--- config.mk ---
export PLATFORM = sky130hd
export DESIGN_NAME = fetch_stage
export DESIGN_NICKNAME = d
export VERILOG_FILES = /design/src/rtl/fetch_stage.sv
export SDC_FILE = /design/constraint.sdc
export NUM_CORES = 1
export LEC_CHECK = 0
export CORE_AREA = 2 2 107 109
export CTS_BUF_LIST = sky130_fd_sc_hd__clkbuf_8
export CTS_CLUSTER_DIAMETER = 150
export DETAILED_ROUTE_END_ITERATION = 16
export DIE_AREA = 0 0 109 111
export DONT_BUFFER_PORTS = 1
export GPL_ROUTABILITY_DRIVEN = 0
export HOLD_SLACK_MARGIN = 0.06
export PLACE_DENSITY = 0.42
export SLEW_MARGIN = 10
export SYNTH_ARGS = -nofsm -noshare
export SYNTH_HDL_FRONTEND = slang
export SYNTH_SLANG_ARGS = --single-unit
--- constraint.sdc ---
create_clock -name clk -period 5.2 [get_ports clk]
set_input_delay 0.26 -clock clk [delete_from_list [all_inputs] [get_ports clk]]
set_output_delay 0.26 -clock clk [all_outputs]
set_load 0.1 [all_outputs]
--- src/rtl/fetch_stage.sv ---
// Instruction-fetch stage: owns the PC, drives the instruction-memory address
// and captures the returned instruction into the IF/ID pipeline register.
// Redirects outrank stalls; flush squashes IF/ID without touching the PC.
module fetch_stage #(
  parameter int                  PC_W      = 16,
  parameter int                  INSTR_W   = 16,
  parameter logic [PC_W-1:0]     RESET_PC  = '0,
  parameter int                  PC_STEP   = 2,
  parameter logic [INSTR_W-1:0]  NOP_INSTR = '0
) (
  input  logic               clk,
  input  logic               rst,
  output logic [PC_W-1:0]    imem_addr,
  input  logic [INSTR_W-1:0] imem_instr,
  input  logic               stall,
  input  logic               redirect,
  input  logic [PC_W-1:0]    redirect_target,
  input  logic               flush,
  output logic [INSTR_W-1:0] if_id_instr,
  output logic [PC_W-1:0]    if_id_pc_plus2,
  output logic               if_id_valid,
  output logic               misalign_err,
  output logic [15:0]        fetch_count
);

  typedef struct packed {
    logic [INSTR_W-1:0] instr;
    logic [PC_W-1:0]    pc_plus2;
    logic               valid;
  } ifid_t;

  localparam ifid_t BUBBLE = '{instr: NOP_INSTR, pc_plus2: '0, valid: 1'b0};

  logic [PC_W-1:0] pc;
  logic [PC_W-1:0] pc_seq;
  ifid_t           ifid;
  logic            load_ifid;

  // Sequential PC wraps naturally at PC_W bits.
  assign pc_seq    = pc + PC_W'(PC_STEP);
  // A real instruction enters IF/ID only when nothing squashes or holds it.
  assign load_ifid = !redirect && !flush && !stall;

  // PC, IF/ID register, sticky misalign flag and delivered-instruction counter.
  always_ff @(posedge clk or posedge rst) begin
    if (rst) begin
      pc           <= RESET_PC;
      ifid         <= BUBBLE;
      misalign_err <= 1'b0;
      fetch_count  <= '0;
    end else begin
      // Redirect forces even alignment; bit 0 only feeds the error flag.
      if (redirect)    pc <= {redirect_target[PC_W-1:1], 1'b0};
      else if (!stall) pc <= pc_seq;

      if (redirect || flush) ifid <= BUBBLE;
      else if (!stall)       ifid <= '{instr: imem_instr, pc_plus2: pc_seq, valid: 1'b1};

      if (redirect && redirect_target[0]) misalign_err <= 1'b1;
      if (load_ifid) fetch_count <= fetch_count + 16'd1;
    end
  end

  assign imem_addr      = pc;
  assign if_id_instr    = ifid.instr;
  assign if_id_pc_plus2 = ifid.pc_plus2;
  assign if_id_valid    = ifid.valid;

endmodule

# Yosys cells after proc, flatten, opt, wreduce, memory -nomap -nowiden
# Index checks and enable logic that the tools add are counted.
[op_classes]
eq_ne = 2
add_sub_neg = 2
n_mux = 4
reduce_logical = 7
[op_table]
columns = ["cell", "n"]
rows = [
  ["2-to-1 mux 33 bit", 2],
  ["2-to-1 mux 16 bit", 2],
  ["adder 16 x 1 -> 16 bit, second input constant", 1],
  ["adder 16 x 2 -> 16 bit, second input constant", 1],
  ["!= test 2 x 1 -> 1 bit, second input constant", 2],
  ["logical AND 1 bit", 3],
  ["zero test 1 bit", 3],
  ["logical OR 1 bit", 1],
]
[totals]
ff_bits = 66
output_inout_bits = 66
inputBits = 37

# Longest topological paths before layout
# Gate-level depths: netlist (run 1).
[logic_depth]
word_depth = 3
mapped_depth = 6
ltp_nobuf = 5

# Worst setup path after synthesis (run 1)
# OpenSTA, ideal clock, no wires.
[synth_path]
kind = "reg2reg"
startpoint = "register fetch_count[0]"
endpoint = "register fetch_count[12]"
n_path_buf = 0
t_required_ns = 5.042
stages_incl_launch_ff = 6
arrival_ns = 2.214
setup_slack_ns = 2.827
path_cell_list = "dfrtp_1 ha_1 or3b_4 nor4_4 nand3_1 xnor2_1"
[synth_between]
elab_chain_len = 1
[synth_lines]
columns = ["item", "line", "text"]
rows = [
  ["start, declared", "23", "output logic [15:0] fetch_count"],
  ["start signal, assigned", "60", "if (load_ifid) fetch_count <= fetch_count + 16'd1;"],
  ["adder 16 x 1 -> 16 bit", "60", ""],
]
# Every way passes these cells.
# A chain may end at the register's enable or synchronous reset.

# Final worst setup path (run 1)
[layout_path]
startpoint = "register pc[5] (netlist: imem_addr[5])"
endpoint = "register pc[13] (netlist: imem_addr[13])"
[layout_between]
elab_chain_len = 3
[layout_lines]
columns = ["item", "line", "text"]
rows = [
  ["start, declared", "34", "logic [PC_W-1:0] pc;"],
  ["start signal, assigned", "53", "if (redirect) pc <= {redirect_target[PC_W-1:1], 1'b0};"],
  ["start signal, assigned", "54", "else if (!stall) pc <= pc_seq;"],
  ["adder 16 x 2 -> 16 bit", "40", "assign pc_seq = pc + PC_W'(PC_STEP);"],
  ["2-to-1 mux 16 bit", "54", ""],
  ["2-to-1 mux 16 bit", "53", ""],
]
# Every way passes these cells. The select of a mux whose other input is x is not followed.

==> results of run 1 <==
[Yosys cell counts, drive strengths merged]
| master | instances |
|---|---|
| or2 | 1 |
| nand3 | 8 |
| nand4 | 4 |
| a22oi | 2 |
| mux2 | 1 |
| nor2 | 9 |
| and3 | 1 |
| xnor2 | 23 |
| inv | 5 |
| nor3 | 11 |
| o21ai | 13 |
| or3b | 1 |
| nand4b | 1 |
| nand3b | 2 |
| clkbuf | 7 |
| xor2 | 17 |
| nand4bb | 1 |
| conb | 1 |
| dfrtp | 64 |
| nor2b | 3 |
| nor3b | 2 |
| nor4 | 7 |
| ha | 2 |
| a21o | 2 |
| a22o | 31 |
| buf | 9 |
| nand2 | 25 |
| and4 | 1 |
| mux2i | 3 |
[worst paths after layout]
check | start | end | cells after the start
max reg2reg | imem_addr[5]$_DFFE_PP0N_ | imem_addr[13]$_DFFE_PP0N_ | 5
max in group asynchronous | rst | if_id_pc_plus2[10]$_DFFE_PP0P_ | 2
max | imem_addr[5]$_DFFE_PP0N_ | imem_addr[13]$_DFFE_PP0N_ | 5
min reg2reg | imem_addr[4]$_DFFE_PP0N_ | imem_addr[15]$_DFFE_PP0N_ | 4
min | rst | fetch_count[0]$_DFFE_PP0P_ | 2
min in group clk | redirect | imem_addr[10]$_DFFE_PP0N_ | 2
[through the flow]
step | util (%) | cells | cell area (um2) | setup slack [ns]
finish | 33.0 | 439 | 3650 | 2.38
global route | 33.0 | 439 | 3650 | 2.18
CTS | 33.0 | 439 | 3650 | 2.37
detailed placement | 28.2 | 390 | 3120 | 2.71
global placement | 28.2 | 390 | 3120 | 2.75
floorplan | - | 258 | 2990 | 2.83
[cell families after synthesis]
family / after synthesis / share of synthesized area (%)
mux: 4 / 1.38
xor+xnor: 40 / 11.7
other cells: 1 / 0.126
buf+inv: 21 / 3.61
compound gates: 48 / 12.3
fa+ha+maj: 2 / 0.839
simple gates: 77 / 16.3
flops: 64 / 53.7
[cell type report]
class                      instances  area (um2)
sequential                        64        1600
fill                            1143        7420
timing repair buffer              38         368
tap                              143         179
multi-input combinational        173        1290
clock buffer                      11         151
clock inverter                     5        47.5
inverter                           5        18.8
[routing by layer]
metal	global-route usage, %	up-vias
met5	0	-
met1	16.3	993
met4	6.15	0
li1	-	967
met3	4.29	8
met2	19.5	73
[power breakdown]
part           switching (mW)  internal [mW]  leakage [nW]
clock network           0.188          0.243         0.112
logic                  0.0867         0.0714         0.666
registers               0.326          0.529         0.844
[cell usage in the layout (no fill, tap or decap), drive strengths merged, types with 3 or more instances in the layout]
cell type,instances
dfrtp,64
dlygate4sd3,33
a22o,31
nand2,25
xnor2,23
xor2,17
o21ai,13
clkbuf,11
nor3,11
nor2,9
nand3,8
inv,7
nor4,7
buf,5
nand4,4
nor2b,3
mux2i,3
[repair_timing]
action | CTS | global route
hold endpoints to repair | 32 | 0
hold buffers | 33 | 0
buffers inserted | 0 | 0
endpoints found under the setup margin | 0 | 0
[state kept, by name (all words and copies together) (netlist names)]
name and cells:
if_id_pc_plus2 15, if_id_valid 1, imem_addr 15, fetch_count 16, if_id_instr 16, misalign_err 1
[critical path, cell delays in order, from the launching register on]
cell and delay, ns:
dfrtp_1 1.07, nand4_4 0.45, nor4_2 0.37, xnor2_1 0.16, o21ai_1 0.07, dlygate4sd3_1 0.58
==> results.py, run 1 <==
metrics = {
    "outcome": {
        "status": "finished clean",
    },
    "drt": {
        "wl_met1_um": 3120,
        "first_pass_iters": 4,
        "postRouteAntennaNets": 0,
        "dr_wl_met2_um": 3390,
        "drt-total-wl_um": 7210,
        "maxUsedRoutingLayer": "met4",
        "wl_met3_um": 576,
        "route.detailed.drc": 0,
        "dr_total_vias": 2041,
        "viasPerCell": 4.65,
        "wl_per_cell_um": 16.4,
        "drt-initial-drc-count": 79,
    },
    "finish": {
        "drive_above_1_share_pct": 10.5,
        "areaGrowthSynthToFinish_pct": 22.5,
        "diodes": 0,
        "nets": 330,
    },
    "synth": {
        "post_synth_num_cell_types": 39,
        "post-synth-top-area-fraction_pct": 53.7,
        "yosysTopAreaCell": "dfrtp_1",
        "syn_area_per_cell_um2": 11.6,
        "ys_ff_latch": 64,
        "yosys_warnings": 0,
        "synthTopCellsByArea": "dfrtp_1, a22o_1, xnor2_1, xor2_1, nand2_1",
        "ys_seq_area_share_pct": 53.7,
        "synth_area_um2": 2980,
        "synthCells": 257,
    },
    "timing": {
        "relSlewSlack_pct": 25.1,
        "whs_ns": 0.0503,
        "period_needed_ns": 2.82,
        "clock.fmax_mhz": 355,
        "fin_crit_sh_pct": 54.2,
        "finalHoldViolCount": 0,
        "tightestPinTransition_ns": 1.12,
        "clock_skew_ns": 0.00766,
        "tns_ns": 0,
        "rsz0062_at_grt": "no",
        "finalSetupViolCount": 0,
        "slew_violations": 0,
    },
    "floorplan": {
        "fp.dieW_um": 109,
        "die_y_um": 111,
        "num_io_pins": 103,
        "start_util_pct": 26.9,
        "die_area_um2": 12100,
        "core_region_area_um2": 11100,
        "rows": 39,
    },
    "clock_network": {
        "numCtsBuffers": 9,
        "clockBufferDepth": 2,
        "clock_sinks": 64,
        "clk_pin_slew_ns": 0.07,
        "clk_latency_ns": 0.34,
        "htree_levels": 3,
        "cts_tree": "done",
        "cts-root-buf": "clkbuf_8",
        "post_cts_resized": 0,
    },
    "grt": {
        "grt_antenna_before_repair": 0,
        "grt_max_degree": 65,
        "grt_pass1_vias": 2172,
        "overflow": 0,
        "grt_pass1_wl_um": 11800,
        "grtUsageTotal_pct": 12.9,
    },
    "worst_hold_path": {
        "hold_path_class": "in -> async",
    },
    "pwr": {
        "p_total_mw": 1.44,
        "powerDensity_nw_per_um2": 395,
        "power.leakage_nw": 1.62,
        "irDropWorstVdd_mv": 0.208,
    },
    "critical_path": {
        "cp-start-kind": "flop",
        "arrival_ns": 3.04,
        "crit_required_ns": 5.42,
        "criticalPathCategory": "reg -> reg",
        "r2r_slack_ns": 2.38,
        "critPathMaxFanout": 14,
        "cp-end-kind": "flop",
    },
    "placed_design": {
        "io_buffers": 0,
        "dp_hpwl_um": 4880,
    },
    "run": {
        "drv_cap": 0,
    },
}
(Power assumes the default switching activity.)
==> inputs of run 2 (changes only) <==
Settings changed: ABC_AREA set to 1, CORE_AREA 2 2 107 109 to 2 2 110 112, DIE_AREA 0 0 109 111 to 0 0 112 114.
Clock period 5.2 ns to 2.6 ns, I/O delays scaled along.
==> run 2 against run 1 <==
Via count grew 36%. Die area grew 5.5%. Global-route usage grew 1.8 points. Hold slack gained 0.045 ns. Count of clock-buffer cells in the layout grew 1. Register-to-register slack lost 1.5 ns. Utilization grew 4.7 points. Power grew 110%. Largest power group is now combinational logic.
==> results.py, run 2 <==
metrics = {
    "clock_network": {
        "clock_sinks": 64,
        "clk_pin_slew_ns": 0.07,
        "cts_tree": "done",
        "clockBufferDepth": 2,
        "clk_latency_ns": 0.36,
        "htree_levels": 3,
        "numCtsBuffers": 9,
        "cts-root-buf": "clkbuf_8",
    },
    "drt": {
        "postRouteAntennaNets": 0,
        "route.detailed.drc": 0,
        "dr_total_vias": 2780,
        "drt-initial-drc-count": 115,
        "wl_per_cell_um": 13.8,
        "viasPerCell": 4.38,
        "first_pass_iters": 4,
        "drt-total-wl_um": 8740,
    },
    "placed_design": {
        "io_buffers": 0,
        "dp_hpwl_um": 6240,
        "place_inst": 574,
    },
    "finish": {
        "areaGrowthSynthToFinish_pct": 40.1,
        "drive_above_1_share_pct": 20.5,
        "diodes": 0,
        "final_common_cell": "nand2_1",
        "post_layout_nonfiller_instances": 634,
        "nets": 521,
        "final_cell_mix": "nand2_1, dfrtp_1, buf_4",
    },
    "synth": {
        "post-synth-top-area-fraction_pct": 50.8,
        "synth_edf_count": 0,
        "syn_area_per_cell_um2": 8.47,
        "synthCells": 372,
        "ys.flop_type": "dfrtp_1",
        "synthArstFlopShare_pct": 100,
        "ys_seq_area_share_pct": 50.8,
        "ys_ff_latch": 64,
        "post_synth_num_cell_types": 30,
        "synth_area_um2": 3150,
        "synthTopCellsByArea": "dfrtp_1, nand2_1, a22o_1, inv_1, xor2_1",
        "synth_common_cells": "nand2_1, dfrtp_1, inv_1, nor2_1, o21ai_0",
        "yosys_warnings": 0,
        "yosysMostFrequentCell": "nand2_1",
        "yosysTopAreaCell": "dfrtp_1",
    },
    "floorplan": {
        "die_area_um2": 12800,
        "fp.dieW_um": 112,
        "die_y_um": 114,
        "num_io_pins": 103,
        "rows": 40,
        "core_region_area_um2": 11700,
        "start_util_pct": 26.9,
    },
    "grt": {
        "overflow": 0,
        "grtUsageTotal_pct": 14.7,
        "grt_max_degree": 34,
        "grt_pass1_wl_um": 14400,
        "grt_antenna_before_repair": 0,
        "grt_pass1_vias": 2713,
    },
    "timing": {
        "fin_crit_sh_pct": 78.9,
        "tns_ns": 0,
        "period_needed_ns": 2.05,
        "finalHoldViolCount": 0,
        "clock.fmax_mhz": 487,
        "slew_violations": 0,
        "clock_skew_ns": 0.0165,
        "relSlewSlack_pct": 39.6,
        "rsz0062_at_grt": "no",
        "tightestPinTransition_ns": 0.905,
        "finalSetupViolCount": 0,
    },
    "critical_path": {
        "cp-start-kind": "primary input",
        "crit_required_ns": 2.84,
        "cp-end-kind": "flop",
        "critPathMaxFanout": 10,
        "criticalPathCategory": "in -> reg",
        "arrival_ns": 2.29,
    },
    "worst_hold_path": {
        "hold_path_class": "in -> reg",
    },
    "pwr": {
        "power.leakage_nw": 2.23,
        "powerDensity_nw_per_um2": 700,
        "irDropWorstVdd_mv": 0.342,
    },
    "run": {
        "drv_cap": 0,
    },
    "outcome": {
        "status": "finished clean",
    },
}
## run 2: changes by cell type after synthesis, sizes merged, moves of 11 or more
cell	delta
nand2	+112
a22o	-15
nor3	-11
xnor2	-18
nor2	+21
inv	+33
## run 2: through the flow
step | cell area (um2) | hold WS [ns] | utilization, % | total power, mW | setup WS [ns]
finish | 4410 | 0.0955 | 37.7 | 3.09 | 0.549
global route | 4410 | 0.0823 | 37.7 | 3.24 | 0.399
CTS | 4410 | 0.0625 | 37.7 | 3.14 | 0.541
detailed placement | 3790 | 0.189 | 32.4 | 2.25 | 1.01
global placement | 3790 | 0.195 | 32.4 | 2.24 | 1.03
floorplan | 3150 | 0.251 | - | 2.03 | 0.539
## run 2: worst max-delay path, stage by stage
cell           delay [ns]
dlygate4sd3_1        0.85
nor2_2               0.08
dlygate4sd3_1        0.56
o21ai_0              0.07
dlygate4sd3_1        0.56
inv_1                0.04
## run 2: area by class of cell
type                    count  area (um2)
clock buffers              12         165
clock inverters             4        18.8
fillers                  1242        7300
inverters                  39         148
multi-input cells         258        1340
flip-flops and latches     64        1600
well taps                 147         184
repair buffers            110         961
## run 2: final timing paths
check                                           start                             end  slack [ns]  depth (start not counted)
max in group asynchronous                         rst      if_id_instr[5]$_DFFE_PP0P_        1.60                          3
min in group asynchronous                         rst  if_id_pc_plus2[11]$_DFFE_PP0P_        0.34                          2
hold reg to reg            if_id_instr[5]$_DFFE_PP0P_      if_id_instr[5]$_DFFE_PP0P_        0.52                          1
setup reg to reg             misalign_err$_DFFE_PP0P_        misalign_err$_DFFE_PP0P_        0.90                          2
setup / recovery                             redirect         if_id_valid$_DFFE_PP0P_        0.55                          6
hold / removal                                  stall        imem_addr[7]$_DFFE_PP0N_         0.1                          3
## run 2: routing by layer
metal	wire, um	vias to the layer above	global-route usage, %	share of wire [%]
met2	3790	78	22.3	43
li1	-	1403	-	-
met5	0	-	0	0
met3	586	10	4.52	6.7
met1	4230	1289	19.6	48
met4	131	0	5.85	1.5
## run 2: logic make-up after synthesis
| logic type | Yosys count | synth area share [%] |
|---|---|---|
| and+or+nand+nor | 193 | 27.2 |
| DFF | 64 | 50.8 |
| buffers and inverters | 51 | 6.91 |
| AOI/OAI and AO/OA | 45 | 9.69 |
| xor gates and xnor gates | 16 | 4.45 |
| adders and majority gates | 2 | 0.794 |
| other | 1 | 0.119 |
## run 2: what timing repair did
| item | 4_1_cts | 5_1_grt |
|---|---|---|
| hold buffers | 44 | 0 |
| endpoints found under the hold margin | 73 | 0 |
| buffers inserted | 0 | 0 |
| resized for setup | 0 | 0 |
## run 2: power by group
group	internal (mW)	leakage, nW	switching (mW)
logic	0.243	1.28	0.897
registers	1.08	0.844	0.0562
clock network	0.416	0.103	0.397
==> inputs of run 3 (changes only) <==
Clock period 2.6 ns to 2 ns, I/O delays scaled along.
==> run 3 against run 2 <==
First-iteration DRC count shrank 3.5%. Sequential power is 33% higher. Power increased by 30%. Utilization increased by 1.4 points. Critical path depth shrank 1. Critical endpoint is now imem_addr[6]$_DFFE_PP0N_.
==> results.py, run 3 (synthesized netlist as in run 2, its figures left out) <==
metrics = {
    "outcome": {
        "status": "finished clean",
    },
    "finish": {
        "nets": 540,
        "drive_above_1_share_pct": 19.6,
        "diodes": 0,
        "final_common_cell": "nand2_1",
        "areaGrowthSynthToFinish_pct": 45.3,
        "final_cell_mix": "nand2_1, buf_4, dfrtp_1, dlygate4sd3_1, inv_1",
    },
    "floorplan": {
        "fp.dieW_um": 112,
        "core_region_area_um2": 11700,
        "start_util_pct": 26.9,
        "rows": 40,
        "die_area_um2": 12800,
        "die_y_um": 114,
        "num_io_pins": 103,
    },
    "grt": {
        "grt_antenna_before_repair": 0,
        "grtUsageTotal_pct": 15.2,
        "grt_max_degree": 65,
        "overflow": 0,
        "grt_pass1_wl_um": 14900,
        "grt_pass1_vias": 2876,
    },
    "timing": {
        "tightestPinTransition_ns": 0.915,
        "finalHoldViolCount": 0,
        "slew_violations": 0,
        "tns_ns": 0,
        "relSlewSlack_pct": 39.0,
        "clock_skew_ns": 0.00839,
        "fin_crit_sh_pct": 89.4,
        "period_needed_ns": 1.79,
        "rsz0062_at_grt": "no",
        "clock.fmax_mhz": 559,
        "whs_ns": 0.145,
        "finalSetupViolCount": 0,
    },
    "critical_path": {
        "cp-end-kind": "flop",
        "crit_required_ns": 2.25,
        "slowest_stage": "dlygate4sd3_1",
        "arrival_ns": 2.04,
        "cpLargestDelayFamily": "buffers and inverters",
        "cpPeakStageDelay_ns": 0.55,
        "crit_buf_inv": 3,
        "cp-start-kind": "flop",
        "cp_cell_sequence": "buf_4 > inv_1 > xor2_1 > o21bai_1 > dlygate4sd3_1",
        "critPathMaxFanout": 3,
        "criticalPathCategory": "reg -> reg",
    },
    "clock_network": {
        "clockBufferDepth": 2,
        "cts_tree": "done",
        "clock_sinks": 64,
        "clk_latency_ns": 0.37,
        "clk_pin_slew_ns": 0.07,
        "cts-root-buf": "clkbuf_8",
        "numCtsBuffers": 9,
        "htree_levels": 3,
        "cts_setup_buffers": 0,
    },
    "drt": {
        "drt-total-wl_um": 9180,
        "dr_total_vias": 2882,
        "drt-initial-drc-count": 111,
        "wl_per_cell_um": 14.1,
        "first_pass_iters": 4,
        "viasPerCell": 4.41,
        "route.detailed.drc": 0,
        "postRouteAntennaNets": 0,
    },
    "placed_design": {
        "dp_hpwl_um": 6180,
        "io_buffers": 0,
    },
    "pwr": {
        "power.leakage_nw": 2.30,
        "irDropWorstVdd_mv": 0.398,
        "powerDensity_nw_per_um2": 876,
    },
    "worst_hold_path": {
        "hold_path_class": "in -> reg",
    },
    "run": {
        "drv_cap": 0,
    },
}
## run 3: cell count changes in the layout (fill, tap and decap cells not counted), sizes merged
cell / change
dlygate4sd3: +18
inv: +4
clkbuf: -1
clkinv: -3
buf: +1
## run 3: cell type report
type | count | area, um2
inverters | 39 | 148
clock buffers | 11 | 151
fillers | 1209 | 7130
well taps | 147 | 184
multi-input cells | 258 | 1340
flip-flops and latches | 64 | 1600
repair buffers | 129 | 1140
clock inverters | 5 | 18.8
## run 3: repair_timing
action	CTS	global route
endpoints found under the setup margin	0	0
endpoints found under the hold margin	113	0
resized for setup	0	0
hold buffers	62	0
## run 3: layer usage
metal / up-vias / wire length (um) / share of wire [%] / global-route usage, %
met5: - / 0 / 0 / 0
li1: 1434 / - / - / -
met2: 87 / 4190 / 46 / 23.8
met1: 1349 / 4230 / 46 / 19.5
met3: 12 / 573 / 6.2 / 4.20
met4: 0 / 183 / 2.0 / 7.24
## run 3: power by group
group          internal, mW  switching, mW
clock                 0.496          0.511
sequential             1.40         0.0993
combinational         0.346           1.15
total                  2.24           1.76
## run 3: tightest hold or removal path, cell delays in order
cell and delay [ns]:
nor2_2 0.02, nand2_2 0.23, o21ai_1 0.11
## run 3: stage by stage
stage                     utilization (%)  setup WS [ns]  instance area, um2  cells  power [mW]
after floorplan                         -         0.0711                3160    373        2.63
after global placement               32.3          0.644                3790    575        2.92
after detailed placement             32.3          0.610                3790    575        2.92
after CTS                            39.1          0.214                4580    653        4.06
after global routing                 39.1          0.110                4580    653        4.19
final                                39.1          0.212                4580    653        4.01
## run 3: path summary, 6_finish.rpt
check	start	endpoint	slack (ns)	cells past startpoint
hold reg to reg	if_id_instr[11]$_DFFE_PP0P_	if_id_instr[11]$_DFFE_PP0P_	0.51	1
setup reg to reg	imem_addr[6]$_DFFE_PP0N_	imem_addr[6]$_DFFE_PP0N_	0.21	5
min in group asynchronous	rst	if_id_instr[12]$_DFFE_PP0P_	0.27	3
setup / recovery	imem_addr[6]$_DFFE_PP0N_	imem_addr[6]$_DFFE_PP0N_	0.21	5
max in group asynchronous	rst	imem_addr[2]$_DFFE_PP0N_	1.43	3
hold / removal	redirect	if_id_pc_plus2[6]$_DFFE_PP0P_	0.15	3
